**config.mk**
```make
export PLATFORM = sky130hd
export DESIGN_NAME = wb_cmd_master
export DESIGN_NICKNAME = d
export VERILOG_FILES = /design/src/rtl/wb_cmd_master.sv
export SDC_FILE = /design/constraint.sdc
export NUM_CORES = 1
export LEC_CHECK = 0
export BUFFER_PORTS_ARGS = -buffer_cell sky130_fd_sc_hd__clkbuf_2
export CORE_MARGIN = 2
export CORE_UTILIZATION = 35
export CTS_CLUSTER_SIZE = 16
export DETAILED_ROUTE_END_ITERATION = 7
export HOLD_SLACK_MARGIN = 0.02
export PLACE_DENSITY = 0.7
export SLEW_MARGIN = 20
export SYNTH_ARGS = -nofsm -noshare
export SYNTH_HDL_FRONTEND = slang
export SYNTH_SLANG_ARGS = --single-unit
export TNS_END_PERCENT = 10
```
**constraint.sdc**
```tcl
create_clock -name wb_clk_i -period 1.6 [get_ports wb_clk_i]
set_input_delay 0.32 -clock wb_clk_i [delete_from_list [all_inputs] [get_ports wb_clk_i]]
set_output_delay 0.32 -clock wb_clk_i [all_outputs]
set_load 0.02 [all_outputs]
```
**src/rtl/wb_cmd_master.sv**
```systemverilog
// Wishbone B4 classic single-transfer initiator: one command in, one bus cycle out,
// one response (read data + OK/ERR/TIMEOUT status) back on a valid/ready port.
module wb_cmd_master #(
    parameter int unsigned TIMEOUT_CYCLES = 255
) (
    input  logic        wb_clk_i,
    input  logic        wb_rst_i,
    input  logic        cmd_valid,
    output logic        cmd_ready,
    input  logic [31:0] cmd_adr,
    input  logic [31:0] cmd_dat,
    input  logic [3:0]  cmd_sel,
    input  logic        cmd_we,
    output logic        rsp_valid,
    input  logic        rsp_ready,
    output logic [31:0] rsp_dat,
    output logic [1:0]  rsp_status,
    output logic [31:0] wb_adr_o,
    output logic [31:0] wb_dat_o,
    input  logic [31:0] wb_dat_i,
    output logic [3:0]  wb_sel_o,
    output logic        wb_cyc_o,
    output logic        wb_stb_o,
    output logic        wb_we_o,
    input  logic        wb_ack_i,
    input  logic        wb_err_i,
    output logic [2:0]  wb_cti_o,
    output logic [1:0]  wb_bte_o
);
    localparam int unsigned CNT_W = $clog2(TIMEOUT_CYCLES + 1);
    localparam logic [CNT_W-1:0] CNT_LAST = CNT_W'(TIMEOUT_CYCLES - 32'd1);
    localparam logic [1:0] RSP_OK      = 2'b00;
    localparam logic [1:0] RSP_ERR     = 2'b01;
    localparam logic [1:0] RSP_TIMEOUT = 2'b10;

    typedef enum logic [1:0] {
        ST_IDLE = 2'b00,
        ST_BUS  = 2'b01,
        ST_RESP = 2'b10
    } state_t;

    state_t           state_r,      state_s;
    logic [CNT_W-1:0] cnt_r,        cnt_s;
    logic [31:0]      adr_r,        adr_s;
    logic [31:0]      dat_r,        dat_s;
    logic [3:0]       sel_r,        sel_s;
    logic             we_r,         we_s;
    logic             cyc_r,        cyc_s;
    logic             rsp_valid_r,  rsp_valid_s;
    logic [31:0]      rsp_dat_r,    rsp_dat_s;
    logic [1:0]       rsp_status_r, rsp_status_s;

    assign cmd_ready = (state_r == ST_IDLE) && !wb_rst_i;

    // Next-state and next-register values of the transfer sequencer
    always_comb begin
        state_s      = state_r;
        cnt_s        = cnt_r;
        adr_s        = adr_r;
        dat_s        = dat_r;
        sel_s        = sel_r;
        we_s         = we_r;
        cyc_s        = cyc_r;
        rsp_valid_s  = rsp_valid_r;
        rsp_dat_s    = rsp_dat_r;
        rsp_status_s = rsp_status_r;
        case (state_r)
            ST_IDLE: begin
                if (cmd_valid && cmd_ready) begin
                    adr_s   = cmd_adr;
                    dat_s   = cmd_dat;
                    sel_s   = cmd_sel;
                    we_s    = cmd_we;
                    cyc_s   = 1'b1;
                    cnt_s   = {CNT_W{1'b0}};
                    state_s = ST_BUS;
                end else begin
                    state_s = ST_IDLE;
                end
            end
            ST_BUS: begin
                // err outranks ack, and either outranks the timeout on the same edge
                if (wb_err_i) begin
                    cyc_s        = 1'b0;
                    we_s         = 1'b0;
                    rsp_valid_s  = 1'b1;
                    rsp_status_s = RSP_ERR;
                    rsp_dat_s    = 32'h0000_0000;
                    state_s      = ST_RESP;
                end else if (wb_ack_i) begin
                    cyc_s        = 1'b0;
                    we_s         = 1'b0;
                    rsp_valid_s  = 1'b1;
                    rsp_status_s = RSP_OK;
                    rsp_dat_s    = we_r ? 32'h0000_0000 : wb_dat_i;
                    state_s      = ST_RESP;
                end else if (cnt_r == CNT_LAST) begin
                    cyc_s        = 1'b0;
                    we_s         = 1'b0;
                    rsp_valid_s  = 1'b1;
                    rsp_status_s = RSP_TIMEOUT;
                    rsp_dat_s    = 32'h0000_0000;
                    state_s      = ST_RESP;
                end else begin
                    cnt_s = cnt_r + {{(CNT_W-1){1'b0}}, 1'b1};
                end
            end
            ST_RESP: begin
                if (rsp_ready) begin
                    rsp_valid_s = 1'b0;
                    state_s     = ST_IDLE;
                end else begin
                    state_s = ST_RESP;
                end
            end
            default: begin
                state_s     = ST_IDLE;
                cyc_s       = 1'b0;
                we_s        = 1'b0;
                rsp_valid_s = 1'b0;
            end
        endcase
    end

    // State and output registers with synchronous reset
    always_ff @(posedge wb_clk_i) begin
        if (wb_rst_i) begin
            state_r      <= ST_IDLE;
            cnt_r        <= {CNT_W{1'b0}};
            adr_r        <= 32'h0000_0000;
            dat_r        <= 32'h0000_0000;
            sel_r        <= 4'h0;
            we_r         <= 1'b0;
            cyc_r        <= 1'b0;
            rsp_valid_r  <= 1'b0;
            rsp_dat_r    <= 32'h0000_0000;
            rsp_status_r <= 2'b00;
        end else begin
            state_r      <= state_s;
            cnt_r        <= cnt_s;
            adr_r        <= adr_s;
            dat_r        <= dat_s;
            sel_r        <= sel_s;
            we_r         <= we_s;
            cyc_r        <= cyc_s;
            rsp_valid_r  <= rsp_valid_s;
            rsp_dat_r    <= rsp_dat_s;
            rsp_status_r <= rsp_status_s;
        end
    end

    assign wb_adr_o   = adr_r;
    assign wb_dat_o   = dat_r;
    assign wb_sel_o   = sel_r;
    assign wb_we_o    = we_r;
    assign wb_cyc_o   = cyc_r;
    assign wb_stb_o   = cyc_r;
    assign wb_cti_o   = 3'b000;
    assign wb_bte_o   = 2'b00;
    assign rsp_valid  = rsp_valid_r;
    assign rsp_dat    = rsp_dat_r;
    assign rsp_status = rsp_status_r;

endmodule

```
==> metrics.md <==
| Metric | Value |
|---|---|
| RSZ-0062 raised after global routing | true |
| Clock-pin slew on the worst setup and hold paths | 0.05 ns |
| Leakage power | 3.116 nW |
| Gpl congestion | 0.8180 |
| Layout cells sized above 1 | 39.12% |
| Footprint of the multi-input gates | 1921 sq um |
| Vias in the first global route | 3968 |
| H-tree depth | 4 |
| Final Cycle Share | 103.4% |
| Port bufs | 213 |
| Clock power frac | 48.6% |
| Startpoint of the worst hold path | cmd_adr[30] |
| Fill cells | 1133 |
| Crit path time final | 1.654 ns |
| Pin count of the biggest net entering global routing | 51 |
| Register area share after synthesis | a little over half |
| Outcome | complete, but fails checks |
| Worst r2r dst | rsp_dat[9] |
| Core area | 12060 sq um |
| Critical Path RT | 1.93 ns |
| Post-route setup TNS | -0.6994 ns |
| Post-synth EDFFs | 0 |
| Synth Flop Type | dfxtp_1 |
| Pre-antenna DRT Iters | 4 |
| Crit path DAT | slightly below 2 ns |
| Residual DRC count | 0 |
| DIE WIDTH | 115.6 um |
| Io pins | around 220 |
| Ant diodes | 0 |
| Synth cell types | 34 |
| Latest clock arrival within the worst-skew pair | 0.41 ns |
| DIE AREA | roughly 13000 sq um |
| Syn_area_per_cell | 8.251 sq um |
| Wire length on met3 | 901 um |
| Count of final hold-check violations | 0 |
| Cell internal pwr | slightly above 6 mW |
| CP Class | reg -> reg |
| WL/cell | 12.51 um |
| Post-DP HPWL | approximately 7900 um |
| Netlist Area Pre-Place | 4357 sq um |
| Critical-path maximum fanout | 4 |
| Cells on worst reg2reg path | 9 |
| Clock Path Buffers | 2 |
| Final ANT Viol Nets | 0 |
| PwrDens | 1222 nW/um^2 |
| Initial DRC Count | 145 |
| Switching power of the nets | 1.940 mW |
| DR vias/cell | 4.556 |
| Pwr Total | 8.074 mW |
| Flop2flop setup slack | -0.05 ns |
| Area leader, netlist | dfxtp_1 |
| Clk_skew | 0.006343 ns |
| Finished Layout Cells | between 900 and 1000 |
| Sequential power share | about two fifths |
| Commonest cells after routing, fill and taps aside | 212 x clkbuf_2, 208 x nand2_1, 112 x dfxtp_1 |
| Fin worst setup slack | -0.05374 ns |
| Seq cells post-synth | 115 |
| Hold Path Sink | wb_adr_o[30] |
| Yosys top cell area share | 52.84% |
| Max Cap Violations | 0 |
| Highest metal used | met4 |
| Synth Instances | 528 |
| CTS buffer count | 17 |
| Total GRT Usage | 17.34% |
| Fmax | 604.7 MHz |
| Switch share | 24.03% |
| Synth warnings | 0 |
| # setup viols final | 24 |
| Area growth, synth to finish | 51.69% |
| Initial antenna violation count | 0 |
| CTS Sinks | 115 |
| # rows | 40 |
| Max VDD drop | 0.0007850 V |
| Global-route wire length before repair | 18300 um |
| Combinational Power Share | 12.7% |
| Final layout net count | between 800 and 900 |
| Die extent in y | around 120 um |
| Failing checks | negative setup slack |
| Reg area | 2306 sq um |
| Ys async rst share | 0% |
| CTS root buffer | clkbuf_16 |
| Routed via count | 4283 |
| Initial Util | a little over a third |
| Global route overflow | 0 |
| Met1 WL | 4990 um |
| WHS Path Cells | 3 |
| Dpl cells | 900 |
| Max-slew violations | 0 |
| CTS tree | done |
| DRT Wirelength | 11760 um |
| Worst flop-to-flop path startpoint | cnt_r[0] |
| Hold WC Path Type | in -> reg |
| CP Capture Type | flop |
| Met2 WL | 5590 um |
| Synth top area cells | dfxtp_1 53%, nand2_1 18%, o21ai_0 8.5% |
| Startpoint types | flop |
| Most common cell after layout, fill and taps aside | clkbuf_2 |
==> timing repair <==
item,4_1_cts,5_1_grt
gates cloned,2,2
resized for setup,10,10
pin swaps,2,6
hold buffers,0,0
endpoints found under the setup margin,43,45
buffers inserted,3,1
==> worst max-delay path, stage by stage, from the launching register on <==
cell,delay [ns]
dfxtp_2,0.33
inv_2,0.04
ha_2,0.16
nand4_1,0.11
buf_4,0.14
nor2_4,0.04
o31ai_4,0.21
buf_6,0.19
clkbuf_16,0.16
mux2i_1,0.18
==> cell type report <==
class / instances / share of cell area [%]
clock buffer: 22 / 7.024
clock inverter: 10 / 2.348
inverter: 3 / 0.1704
multi-input combinational: 370 / 29.06
sequential: 115 / 34.89
tap: 168 / 3.181
timing repair buffer: 252 / 23.32
==> metal layers <==
metal  vias to the layer above  global-route usage [%]
met5                         -                       0
met4                         0                   8.193
met3                        23                   7.008
met2                       139                   27.95
met1                      1934                   20.13
li1                       2187                       -
==> stage by stage <==
stage / util [%] / cell area, sq um / setup WS, ns / hold WS (ns)
4_1_cts: 54.02 / 6516 / -0.1004 / 0.09262
3_3_place_gp: 48.07 / 5798 / -0.1544 / 0.4397
5_1_grt: 54.79 / 6609 / -0.1425 / 0.09742
6_report: 54.79 / 6609 / -0.05374 / 0.1098
2_1_floorplan: - / 4395 / -0.007436 / 0.4286
3_5_place_dp: 48.07 / 5798 / -0.1759 / 0.4440
==> Yosys cell counts (3+ instances only) <==
cell type / count
nand2_1: 208
nand3_1: 7
a21oi_1: 5
buf_4: 7
nor2_1: 5
clkbuf_1: 23
o21ai_0: 74
a31oi_1: 3
mux2i_1: 32
dfxtp_1: 115
or4_1: 3
buf_2: 13
o211ai_1: 4
==> worst max path at each step <==
stage	from	end	slack (ns)
floorplan	cnt_r[0]	rsp_dat[10]	-0.007
global placement	wb_err_i	cnt_r[3]	-0.15
detailed placement	wb_err_i	cnt_r[3]	-0.18
CTS	state_r[1]	cnt_r[3]	-0.10
global route	cnt_r[0]	rsp_dat[0]	-0.14
finish	cnt_r[0]	rsp_dat[9]	-0.05
==> cell families (layout without fill, tap and decap cells) <==
| logic type | count (synthesis) | count (layout) | synth area share (%) |
|---|---|---|---|
| fa+ha+maj | 2 | 2 | 0.5743 |
| flops | 115 | 115 | 52.84 |
| buf+inv | 47 | 287 | 5.026 |
| other cells | 1 | 5 | 0.08607 |
| simple gates | 236 | 236 | 22.06 |
| compound gates | 94 | 94 | 11.80 |
| mux | 33 | 33 | 7.611 |
==> power groups by stage <==
stage          combinational [mW]  sequential, mW  clock (mW)
6_report                     1.03            3.12        3.93
5_1_grt                      1.12            3.14        4.16
3_3_place_gp                0.954            3.17           0
4_1_cts                      1.01            3.12        4.01
3_5_place_dp                0.959            3.17           0
2_1_floorplan               0.339            3.37           0
==> flip-flops by register name (all words and copies together) (netlist names) <==
| name | flops |
|---|---|
| rsp_dat | 32 |
| wb_adr_o | 32 |
| wb_dat_o | 32 |
| cnt_r | 8 |
| wb_sel_o | 4 |
| rsp_status | 2 |
| state_r | 2 |
| rsp_valid | 1 |
| wb_cyc_o | 1 |
| wb_we_o | 1 |
(Power assumes the default switching activity.)
